<file path="config.mk">
export PLATFORM = sky130hd
export DESIGN_NAME = mlp_load_sequencer
export DESIGN_NICKNAME = d
export VERILOG_FILES = /design/src/rtl/mlp_pkg.sv /design/src/rtl/mlp_nested_counter.sv /design/src/rtl/mlp_load_sequencer.sv
export SDC_FILE = /design/constraint.sdc
export NUM_CORES = 1
export LEC_CHECK = 0
export CORE_ASPECT_RATIO = 1.4
export CORE_MARGIN = 2
export CORE_UTILIZATION = 40
export CTS_BUF_LIST = sky130_fd_sc_hd__clkbuf_16
export DETAILED_ROUTE_END_ITERATION = 8
export PLACE_DENSITY = 0.74
export SLEW_MARGIN = 20
export SYNTH_ARGS = -nofsm -noshare
export SYNTH_HDL_FRONTEND = slang
export SYNTH_SLANG_ARGS = --single-unit
</file>
<file path="constraint.sdc">
create_clock -name clk -period 3.31 [get_ports clk]
set_input_delay 0.4965 -clock clk [delete_from_list [all_inputs] [get_ports clk]]
set_output_delay 0.4965 -clock clk [all_outputs]
set_load 0.1 [all_outputs]
</file>
<file path="src/rtl/mlp_pkg.sv">
// Shared definitions for the MLP load sequencer: sequencer states,
// default geometry of a job and a counter-width helper.
package mlp_pkg;

  localparam int DEF_WORDS_PER_ROW = 8;
  localparam int DEF_NUM_ROWS      = 16;
  localparam int DEF_NUM_WGROUPS   = 8;
  localparam int DEF_WT_WORDS      = 16;
  localparam int DEF_GAP_CYCLES    = 4;
  localparam int DEF_NUM_RESULTS   = 256;

  typedef enum logic [2:0] {
    IDLE    = 3'd0,
    LOAD_IN = 3'd1,
    LOAD_WT = 3'd2,
    GAP     = 3'd3,
    DRAIN   = 3'd4,
    DONE    = 3'd5
  } state_t;

  // Bits needed to count 0..n-1, never less than one bit.
  function automatic int cnt_width(input int n);
    return (n > 1) ? $clog2(n) : 1;
  endfunction

endpackage

</file>
<file path="src/rtl/mlp_nested_counter.sv">
// Inner/outer position counter with a terminal flag. It saturates at the
// last position instead of wrapping; the owner clears it between uses.
module mlp_nested_counter
  import mlp_pkg::*;
#(
  parameter int INNER_N = 8,
  parameter int OUTER_N = 16,
  localparam int IW = cnt_width(INNER_N),
  localparam int OW = cnt_width(OUTER_N)
) (
  input  logic          clk,
  input  logic          rst,
  input  logic          clear,
  input  logic          inc,
  output logic [IW-1:0] inner,
  output logic [OW-1:0] outer,
  output logic          last
);

  assign last = (inner == IW'(INNER_N - 1)) && (outer == OW'(OUTER_N - 1));

  // Step the inner position, carrying into the outer one; hold at the end.
  always_ff @(posedge clk) begin
    if (rst || clear) begin
      inner <= '0;
      outer <= '0;
    end else if (inc && !last) begin
      if (inner == IW'(INNER_N - 1)) begin
        inner <= '0;
        outer <= outer + OW'(1);
      end else begin
        inner <= inner + IW'(1);
      end
    end
  end

endmodule

</file>
<file path="src/rtl/mlp_load_sequencer.sv">
// Streams host words into the accelerator as one input load followed by
// per-layer weight loads, then collects the result beats of the job.
module mlp_load_sequencer
  import mlp_pkg::*;
#(
  parameter int WORDS_PER_ROW = DEF_WORDS_PER_ROW,
  parameter int NUM_ROWS      = DEF_NUM_ROWS,
  parameter int NUM_WGROUPS   = DEF_NUM_WGROUPS,
  parameter int WT_WORDS      = DEF_WT_WORDS,
  parameter int GAP_CYCLES    = DEF_GAP_CYCLES,
  parameter int NUM_RESULTS   = DEF_NUM_RESULTS
) (
  input  logic        clk,
  input  logic        rst,
  input  logic        start_i,
  input  logic        abort_i,
  input  logic [2:0]  cfg_layers_i,
  input  logic        s_valid_i,
  input  logic [31:0] s_data_i,
  output logic        s_ready_o,
  output logic        load_en_o,
  output logic [31:0] load_payload_o,
  output logic        load_type_o,
  output logic [3:0]  input_load_number_o,
  output logic [2:0]  layer_number_o,
  output logic [2:0]  weight_number_o,
  input  logic        result_valid_i,
  input  logic [31:0] result_payload_i,
  output logic        result_valid_o,
  output logic [31:0] result_payload_o,
  output logic        busy_o,
  output logic        done_o,
  output logic        err_o
);

  localparam int GW    = cnt_width(GAP_CYCLES);
  localparam int IN_IW = cnt_width(WORDS_PER_ROW);
  localparam int IN_OW = cnt_width(NUM_ROWS);
  localparam int WT_IW = cnt_width(WT_WORDS);
  localparam int WT_OW = cnt_width(NUM_WGROUPS);
  localparam int RS_IW = cnt_width(NUM_RESULTS);

  state_t state, state_next;

  logic [2:0]       cfg_layers;
  logic [2:0]       layer;
  logic [GW-1:0]    gap_cnt;
  logic             gap_last;
  logic             xfer;
  logic             start_ok;
  logic             err_set;
  logic             in_inc, in_last;
  logic             wt_inc, wt_last;
  logic             res_inc, res_last;
  logic [IN_IW-1:0] in_word;
  logic [IN_OW-1:0] in_row;
  logic [WT_IW-1:0] wt_word;
  logic [WT_OW-1:0] wt_group;
  logic [RS_IW-1:0] res_count;
  logic             res_outer;
  logic             unused_cnt_bits;

  assign s_ready_o = (state == LOAD_IN) || (state == LOAD_WT);
  assign busy_o    = (state != IDLE);
  assign done_o    = (state == DONE);

  // An abort in the same cycle as a handshake drops the word.
  assign xfer     = s_ready_o & s_valid_i & ~abort_i;
  assign in_inc   = xfer & (state == LOAD_IN);
  assign wt_inc   = xfer & (state == LOAD_WT);
  assign res_inc  = (state == DRAIN) & result_valid_i;
  assign gap_last = (gap_cnt == GW'(GAP_CYCLES - 1));
  assign start_ok = (state == IDLE) & start_i;
  assign err_set  = (result_valid_i & (state != DRAIN) & (state != DONE))
                  | (start_i & busy_o);

  // Word and result positions only matter through the terminal flags.
  assign unused_cnt_bits = ^{in_word, res_count, res_outer};

  mlp_nested_counter #(.INNER_N(WORDS_PER_ROW), .OUTER_N(NUM_ROWS)) u_in_cnt (
    .clk   (clk),
    .rst   (rst),
    .clear (state != LOAD_IN),
    .inc   (in_inc),
    .inner (in_word),
    .outer (in_row),
    .last  (in_last)
  );

  mlp_nested_counter #(.INNER_N(WT_WORDS), .OUTER_N(NUM_WGROUPS)) u_wt_cnt (
    .clk   (clk),
    .rst   (rst),
    .clear (state != LOAD_WT),
    .inc   (wt_inc),
    .inner (wt_word),
    .outer (wt_group),
    .last  (wt_last)
  );

  mlp_nested_counter #(.INNER_N(NUM_RESULTS), .OUTER_N(1)) u_res_cnt (
    .clk   (clk),
    .rst   (rst),
    .clear (state != DRAIN),
    .inc   (res_inc),
    .inner (res_count),
    .outer (res_outer),
    .last  (res_last)
  );

  // State register.
  always_ff @(posedge clk) begin
    if (rst) state <= IDLE;
    else     state <= state_next;
  end

  // Next-state selection; abort overrides every other transition.
  always_comb begin
    state_next = state;
    case (state)
      IDLE:    if (start_i) state_next = LOAD_IN;
      LOAD_IN: if (in_inc && in_last) state_next = LOAD_WT;
      LOAD_WT: if (wt_inc && wt_last) state_next = GAP;
      GAP:     if (gap_last) state_next = (layer == cfg_layers) ? DRAIN : LOAD_WT;
      DRAIN:   if (res_inc && res_last) state_next = DONE;
      DONE:    state_next = IDLE;
      default: state_next = IDLE;
    endcase
    if (abort_i && (state != IDLE)) state_next = IDLE;
  end

  // Job bookkeeping: latched layer count, layer index, gap timer, sticky error.
  always_ff @(posedge clk) begin
    if (rst) begin
      cfg_layers <= '0;
      layer      <= '0;
      gap_cnt    <= '0;
      err_o      <= 1'b0;
    end else begin
      if (start_ok) begin
        cfg_layers <= cfg_layers_i;
        layer      <= '0;
      end else if ((state == GAP) && (state_next == LOAD_WT)) begin
        layer <= layer + 3'd1;
      end
      gap_cnt <= ((state == GAP) && !gap_last) ? gap_cnt + GW'(1) : '0;
      if (start_ok)     err_o <= 1'b0;
      else if (err_set) err_o <= 1'b1;
    end
  end

  // Accelerator load port: one pulse per accepted word, fields held otherwise.
  always_ff @(posedge clk) begin
    if (rst) begin
      load_en_o           <= 1'b0;
      load_payload_o      <= '0;
      load_type_o         <= 1'b0;
      input_load_number_o <= '0;
      weight_number_o     <= '0;
    end else begin
      load_en_o <= xfer;
      if (xfer) begin
        load_payload_o  <= s_data_i;
        load_type_o     <= (state == LOAD_IN);
        weight_number_o <= 3'(wt_group);
        if (state == LOAD_IN) input_load_number_o <= 4'(in_row);
        else                  input_load_number_o <= 4'(wt_word);
      end
    end
  end

  // Result pass-through with one register stage.
  always_ff @(posedge clk) begin
    if (rst) begin
      result_valid_o   <= 1'b0;
      result_payload_o <= '0;
    end else begin
      result_valid_o   <= result_valid_i;
      result_payload_o <= result_payload_i;
    end
  end

  assign layer_number_o = layer;

endmodule

</file>
==> reports/metrics.yaml <==
worst_setup_path:
  cp-end-kind: "output pin"
  critPathBufInv: 1
  cp_top_family: "buffers and inverters"
  cp.required_ns: 2.81
  critPathMaxStageDelay_ns: 1.17
  cp.arrival_ns: 1.93
  path_class: "reg -> out"
  crit_chain: "clkdlybuf4s50_1"
  cp_max_fo: 4
  critPathLaunchType: "register"
  worst_path_max_delay_cell: "clkdlybuf4s50_1"
die:
  fp-row-count: 43
  start_util_pct: 40.8
  dieArea_mm2: 0.0109
  die_x_um: 89.0
  core_region_area_mm2: 0.00990
  ios: 154
  die_h_um: 123
drt:
  dr.pass1.iters: 4
  drt_wl_total_um: 9590
  drt_iter0_markers: 82
  drc: 0
  avgRoutedWirePerCell_um: 13.2
  antenna_left: 0
  viasPerCell: 4.84
  vias: 3512
global_route:
  grt_max_degree: 50
  grt_usage_pct: 17.6
  antenna_found_initial: 0
  grt.overflow.total: 0
  grt_pass1_wl_um: 15100
  grt_pass1_vias: 3501
layout:
  nets: 668
  drive_above_1_share_pct: 5.75
  seqCellArea_mm2: 0.00218
  multi_input_comb_area_mm2: 0.00175
  nFillCells: 908
  final_common_cell: "clkdlybuf4s50_1"
  num_antenna_cells: 0
  area_growth_syn_to_layout_pct: 46.7
  mostFrequentLayoutCells: "clkdlybuf4s50_1 (146), dfxtp_1 (109), nand2_1 (87)"
  final_area_mm2: 0.00593
clocking:
  holdBufCountCts: 0
  htreeDepth: 3
  cts-root-buf: "clkbuf_16"
  cts_max_path_buffers: 2
  cts_buffers: 9
  clkLatencyLatePin_ns: 0.34
  clkTransAtPathRegs_ns: 0.07
  cts_tree: "built"
  cts_sinks: 109
  post_cts_resized: 0
  cts_setup_buffers: 0
synth:
  avgSynthCellArea_um2: 9.17
  synth_cell_type_count: 38
  synth_top_cell_by_area: "dfxtp_1"
  yosysSeqAreaShare_pct: 54.0
  syn_nets: 523
  syn_inst: 441
  synth_mux_area_share_pct: 3.71
  synth-adder-area-share_pct: 3.03
  synth_top_area_share_pct: 54.0
  synth_compound_area_share_pct: 8.54
  synthXorXnorAreaFrac_pct: 2.82
  synth-seq-cells: 109
  synth-simple-area-share_pct: 25.0
  synth.area.top_cells: "dfxtp_1 (54%), nand2_1 (8.1%), a21oi_1 (5.7%)"
  synth_area_mm2: 0.00404
  synth_top_family_by_area: "simple AND/OR/NAND/NOR gates"
  yosys_warnings: 0
sta:
  skew_ns: 0.00560
  relSlewSlack_pct: 33.1
  hold_viol: 0
  fmax_mhz: 412
  slew_viol_final: 0
  min_period_ns: 2.43
  setup_viol: 0
  finalCritPeriodShare_pct: 73.4
  fin_setup_tns_ns: 0
  setup_ws_ns: 0.880
  rsz0062_at_grt: "no"
  hold_ws_ns: 0.436
  tightest_slew_ns: 1.00
placed_design:
  routabilityCongestion: 0.806
  port_buffers: 153
  dp_hpwl_um: 7210
  dp_slack_ns: 1.01
  placed_area_mm2: 0.00565
pwr:
  p_total_w: 0.00290
  clock_power_share_pct: 34.4
  intPower_w: 0.00203
  switching_share_pct: 29.9
  sequentialPowerShare_pct: 47.2
  p_comb_share_pct: 18.4
  total_leakage_power_nw: 2.13
  netSwitchingPower_w: 0.000869
  p_per_area_mw_per_mm2: 489
  peakVddDrop_mv: 0.367
hold_path:
  hold_class: "reg -> reg"
job:
  max_cap_viol_count: 0
outcome:
  run_status: "completed"
flip-flops by register name (all words and copies together), names as in the netlist, 2 cells and up:
register / cells
cfg_layers: 3
gap_cnt: 2
input_load_number_o: 4
layer_number_o: 3
load_payload_o: 32
result_payload_o: 32
state: 3
u_in_cnt.inner: 3
u_in_cnt.outer: 4
u_res_cnt.inner: 8
u_wt_cnt.inner: 4
u_wt_cnt.outer: 3
weight_number_o: 3
logic make-up after synthesis:
logic type | after synthesis
fa+ha+maj | 10
compound gates | 62
mux | 15
buf+inv | 28
simple gates | 204
xor+xnor | 13
flops | 109
per-stage QoR:
step,std cells,utilization (%)
finish,726,59.9
global route,726,59.9
CTS,726,59.9
detailed placement,710,57.1
global placement,710,57.1
floorplan,441,-
worst paths after layout:
check | to | depth (start not counted) | slack [ns] | startpoint
setup / recovery | layer_number_o[2] | 1 | 0.88 | layer_number_o[2]
hold / removal | gap_cnt[0] | 1 | 0.44 | gap_cnt[0]
setup reg to reg | u_in_cnt.outer[3] | 5 | 1.02 | state[0]
hold reg to reg | gap_cnt[0] | 1 | 0.44 | gap_cnt[0]
Yosys cell counts:
master    number
maj3_1         1
a31o_2         1
a211oi_1       5
and4bb_2       1
buf_4          1
nor2_1        33
buf_2          7
a21oi_1       46
nor2b_1       35
nand3_1        9
xor2_1         6
and2_1         2
nand3_4        1
nor4_4         1
clkbuf_1      14
nor4b_1        1
inv_1          6
or3b_2         1
and4_1         2
mux2i_1       15
a221oi_1       1
nand2b_1       4
o22ai_1        2
nand3b_1       1
ha_1           9
o21a_1         1
o31ai_2        1
nor4_1         4
nand2_1       87
dfxtp_1      109
xnor2_1        7
o21ai_0        4
nor3_1         7
a21boi_0       1
or3_1          9
or2_2          1
nand4_1        4
nor3b_4        1
power groups by stage:
stage / clock [W] / sequential, W / combinational, W
after CTS: 0.00102 / 0.00137 / 0.000538
after global placement: 0 / 0.00140 / 0.000533
final: 0.000999 / 0.00137 / 0.000533
after detailed placement: 0 / 0.00140 / 0.000536
after global routing: 0.00108 / 0.00137 / 0.000556
after floorplan: 0 / 0.00165 / 0.000105
final cells by class:
type                       instances  area share (%)
sequential                       109            36.8
multi-input combinational        304            29.5
timing repair buffer             156            25.9
clock buffer                       9            3.80
tap                              135            2.85
clock inverter                     7           0.865
inverter                           6           0.380
metal layers:
layer	vias to the layer above	GRT usage, %	routed length (µm)
met4	0	9.05	193
met5	-	0	0
li1	1758	-	-
met3	16	5.01	741
met2	134	32.6	4980
met1	1604	17.3	3670
Power figures use the tool's default switching activity.
